<file path="src/rtl/hazard_ctrl.sv">
`default_nettype none
// ============================================================================
// Module   : hazard_ctrl
// Purpose  : Pipeline hazard controller. Owns per-stage valid bits and drives
//            stall/flush for load-use interlock, redirect and memory
//            back-pressure. Define HAZARD_PERF_EN to add perf counters.
// Revision : 1.0 - initial release
// ============================================================================
module hazard_ctrl #(
    parameter int NSTAGES    = 5,
    parameter int REG_ADDR_W = 5,
    parameter int LOAD_LAT   = 1,
    parameter int BR_STAGE   = 3
) (
    input  logic                  clock,
    input  logic                  reset,
    input  logic [REG_ADDR_W-1:0] id_rs1,
    input  logic [REG_ADDR_W-1:0] id_rs2,
    input  logic                  id_use_rs1,
    input  logic                  id_use_rs2,
    input  logic [REG_ADDR_W-1:0] ex_rd,
    input  logic                  ex_wen,
    input  logic                  ex_is_load,
    input  logic                  redirect,
    input  logic                  mem_busy,
    output logic                  pc_en,
    output logic [NSTAGES-1:0]    stall,
    output logic [NSTAGES-1:0]    flush,
    output logic [NSTAGES-1:0]    valid
`ifdef HAZARD_PERF_EN
    ,
    output logic [31:0]           perf_stall_cnt,
    output logic [31:0]           perf_flush_cnt
`endif
);

    localparam logic [1:0]         C_LOAD_LAT = 2'(LOAD_LAT);
    localparam logic [NSTAGES-1:0] C_ONE      = 1;
    // Bubbles into stages 1..BR_STAGE; the resolving branch itself proceeds
    localparam logic [NSTAGES-1:0] C_BR_FLUSH = (C_ONE << (BR_STAGE + 1)) - (C_ONE << 1);

    logic [NSTAGES-1:0] r_valid;
    logic [NSTAGES-1:0] w_valid_nxt;
    logic [1:0]         r_lu_cnt;
    logic [1:0]         w_lu_cnt_nxt;
    logic               w_lu_detect;
    logic               w_lu_active;

    assign w_lu_detect = r_valid[2] & ex_is_load & ex_wen & (ex_rd != '0) &
                         ((id_use_rs1 & (id_rs1 == ex_rd)) | (id_use_rs2 & (id_rs2 == ex_rd)));
    // A fresh detect is only honoured when no interlock is already counting
    assign w_lu_active = (r_lu_cnt != 2'd0) | w_lu_detect;

    always_comb begin
        stall        = '0;
        flush        = '0;
        pc_en        = 1'b1;
        w_lu_cnt_nxt = r_lu_cnt;
        if (reset) begin
            flush        = '1;
            pc_en        = 1'b0;
            w_lu_cnt_nxt = 2'd0;
        end else if (mem_busy) begin
            stall[NSTAGES-2:0]  = '1;
            flush[NSTAGES-1]    = 1'b1;
            pc_en               = 1'b0;
        end else if (redirect) begin
            flush        = C_BR_FLUSH;
            w_lu_cnt_nxt = 2'd0;
        end else if (w_lu_active) begin
            stall[1:0]   = 2'b11;
            flush[2]     = 1'b1;
            pc_en        = 1'b0;
            w_lu_cnt_nxt = (r_lu_cnt != 2'd0) ? (r_lu_cnt - 2'd1) : C_LOAD_LAT;
        end
    end

    assign w_valid_nxt[0] = flush[0] ? 1'b0 : (stall[0] ? r_valid[0] : 1'b1);

    generate
        for (genvar gi = 1; gi < NSTAGES; gi++) begin : g_valid_nxt
            assign w_valid_nxt[gi] = flush[gi] ? 1'b0 : (stall[gi] ? r_valid[gi] : r_valid[gi-1]);
        end
    endgenerate

    always_ff @(posedge clock) begin
        if (reset) begin
            r_valid  <= '0;
            r_lu_cnt <= 2'd0;
        end else begin
            r_valid  <= w_valid_nxt;
            r_lu_cnt <= w_lu_cnt_nxt;
        end
    end

    assign valid = r_valid;

`ifdef HAZARD_PERF_EN
    logic [31:0] r_perf_stall_cnt;
    logic [31:0] r_perf_flush_cnt;

    always_ff @(posedge clock) begin
        if (reset) begin
            r_perf_stall_cnt <= '0;
            r_perf_flush_cnt <= '0;
        end else begin
            if (!pc_en) begin
                r_perf_stall_cnt <= r_perf_stall_cnt + 32'd1;
            end
            if (redirect && !mem_busy) begin
                r_perf_flush_cnt <= r_perf_flush_cnt + 32'd1;
            end
        end
    end

    assign perf_stall_cnt = r_perf_stall_cnt;
    assign perf_flush_cnt = r_perf_flush_cnt;
`endif

endmodule
`default_nettype wire
</file>
<file path="config.mk">
export PLATFORM = sky130hd
export DESIGN_NAME = hazard_ctrl
export DESIGN_NICKNAME = d
export VERILOG_FILES = /design/src/rtl/hazard_ctrl.sv
export SDC_FILE = /design/constraint.sdc
export NUM_CORES = 1
export LEC_CHECK = 0
export ABC_AREA = 1
export BUFFER_PORTS_ARGS = -buffer_cell sky130_fd_sc_hd__clkbuf_2
export CAP_MARGIN = 20
export CORE_MARGIN = 2
export CORE_UTILIZATION = 40
export CTS_CLUSTER_DIAMETER = 30
export CTS_CLUSTER_SIZE = 8
export DETAILED_ROUTE_END_ITERATION = 12
export PLACE_DENSITY = 0.76
export SETUP_SLACK_MARGIN = 0.3
export SLEW_MARGIN = 20
export SYNTH_ARGS = -nofsm -noshare
export SYNTH_HDL_FRONTEND = slang
export SYNTH_SLANG_ARGS = --single-unit
</file>
<file path="constraint.sdc">
create_clock -name clock -period 1.12 [get_ports clock]
set_clock_uncertainty 0.1 [all_clocks]
set_input_delay 0.056 -clock clock [delete_from_list [all_inputs] [get_ports clock]]
set_output_delay 0.056 -clock clock [all_outputs]
set_load 0.02 [all_outputs]
</file>
==> reports/metrics.csv <==
stage,metric,value,unit
setup_path,crit_path_top_delay_cell,dfxtp_4,
synth,synthCells,112,
worst_hold_path,min_from,reset,
clock_tree,cts_buffer_depth,2,
pwr,vdd_ir_drop_max,0.650,mV
synth,synth_warnings,0,
layout,nets,188,
global_route,grt_overflow,0,
sta,finalSetupViolations,8,
placement,io_buffers,37,
layout,regArea,149,um^2
worst_hold_path,holdPathStages,4,
setup_path,rrSetupSlack,-170,ps
floorplanning,core_area,1450,um^2
synth,syn-cell-area,606,um^2
drt,drt_drc_violations_left,0,
placement,place_hpwl,1230,um
sta,hold_viol,0,
setup_path,cp_max_fo,4,
global_route,antenna_found_initial,0,
floorplanning,rows,14,
global_route,grt_pass1_vias,692,
floorplanning,die_area,1840,um^2
status,outcome,"complete, but fails checks",
layout,mostFrequentLayoutCell,nand2_1,
drt,routedWlPerCell,11.2,um
setup_path,r2r-end,r_lu_cnt[1],
synth,ys_ff_latch,7,
placement,dp_slack,-95.7,ps
worst_hold_path,min_to,valid[0],
setup_path,rr_worst_depth,9,
clock_tree,clk_latency,250,ps
setup_path,cp_slowest_stage_delay,340,ps
global_route,grt_use_total,0.188,
layout,multi_input_area,375,um^2
floorplanning,die_h,42.9,um
layout,antennaDiodeCount,0,
sta,hold_slack,41.6,ps
drt,vias_per_cell,4.54,
setup_path,r2r_start,valid[2],
clock_tree,cts_buffers,3,
drt,dr.pass1.iters,6,
pwr,p_leak,0.681,nW
layout,nFillCells,102,
synth,ys_types,16,
setup_path,critPathArrivalTime,1190,ps
setup_path,path_class,reg -> out,
placement,place_inst,165,
pwr,finalPower,868,uW
floorplanning,initial_utilization,0.417,
clock_tree,tritoncts,done,
placement,gp_routability_congestion,0.806,
sta,worst_slack,-228,ps
sta,fin_crit,1350,ps
setup_path,end_kind,primary output,
floorplanning,ios,39,
layout,fin_cells,180,
clock_tree,root_buffer,clkbuf_4,
global_route,grt_max_degree,6,
clock_tree,hold_buffers,0,
synth,synth_nets,135,
clock_tree,clk_pin_slew,60,ps
sta,period_share,1.20,
run,max_cap_viol_count,0,
drt,vias,817,
layout,layout_common_cells,"35 x nand2_1, 24 x clkbuf_2, 21 x inv_1, 11 x buf_4, 10 x nor2_1",
worst_hold_path,min_path_type,in -> reg,
floorplanning,die_x,42.9,um
sta,rsz0062_at_grt,true,
layout,drive_above_1_share,0.512,
synth,postSynthAreaPerCell,5.41,um^2
setup_path,cp.required,960,ps
status,violations,negative setup slack,
drt,ant_nets,0,
drt,first_iter_violations,18,
pwr,powerDensity,785,nW/um^2
setup_path,path_cells,"nand4_1, inv_1, nand2_2, nand2_4, a21oi_2, buf_4",
global_route,grt_pass1_wl,2600,um
sta,clock.fmax,742,MHz
sta,drv_slew,0,
clock_tree,h-tree-depth,1,
synth,ys_seq_area_frac,0.231,
clock_tree,numClockSinks,7,
layout,area_growth,82.4,%
drt,routed_wirelength,2010,um
setup_path,startpoint_type,flip-flop,
area by class of cell:
| type | count | area share |
|---|---|---|
| well taps | 16 | 0.0181 |
| inverters | 28 | 0.0951 |
| repair buffers | 53 | 0.388 |
| clock buffers | 4 | 0.0238 |
| multi-input cells | 72 | 0.340 |
| flip-flops and latches | 7 | 0.135 |
how the worst max path moves through the flow:
stage	from	endpoint	slack, ps	cells after the start
detailed placement	ex_rd[3]	flush[2]	-100	12
finish	valid[2]	pc_en	-230	6
CTS	valid[2]	pc_en	-230	6
global placement	ex_rd[3]	flush[2]	-80	12
floorplan	valid[2]	stall[1]	-0.8	7
global route	valid[2]	stall[1]	-270	7
routing by layer:
layer  GRT usage  vias up  part of all wire
li1            -      427                 -
met1       0.210      356              0.41
met2       0.339       30              0.53
met3      0.0170        4             0.054
met4       0.106        0             0.012
met5           0        -                 0
power breakdown:
| part | internal (mW) | switching, mW |
|---|---|---|
| combinational | 0.173 | 0.187 |
| clock | 0.137 | 0.102 |
| sequential | 0.261 | 0.00836 |
| total | 0.570 | 0.298 |
repair_timing:
item | 4_1_cts | 5_1_grt
resized for setup | 26 | 29
buffers inserted | 4 | 7
cloned | 0 | 0
pin swaps | 2 | 3
setup endpoints to repair | 15 | 19
critical path: cells and delay by family (launching register included):
family | cells | cell delay, ps
flops | 1 | 340
buf+inv | 2 | 210
compound gates | 1 | 140
simple gates | 3 | 250
stage by stage:
stage | area, um^2 | utilization | TNS (ps)
after floorplan | 627 | - | -0.768
after global placement | 828 | 0.570 | -253
after detailed placement | 828 | 0.570 | -275
after CTS | 978 | 0.673 | -972
after global routing | 1100 | 0.760 | -1680
final | 1100 | 0.760 | -1330
cells by family after synthesis:
family,count (synthesis),share of synthesized area
flops,7,0.231
compound gates,4,0.0330
other cells,1,0.00619
buf+inv,33,0.236
simple gates,67,0.494
synth_stat cells, drive strengths merged:
cell type   n  area (um^2)
nand2      41          166
inv        28          105
a21oi       3         15.0
conb        1         3.75
dfxtp       7          140
o21ai       1         5.00
buf         5         37.5
nand3       6         35.0
nand4       4         25.0
nor2       16         72.6
registers in the layout (all words and copies together), names as in the netlist:
signal and count:
valid 5, r_lu_cnt 2
(Power assumes the default switching activity.)
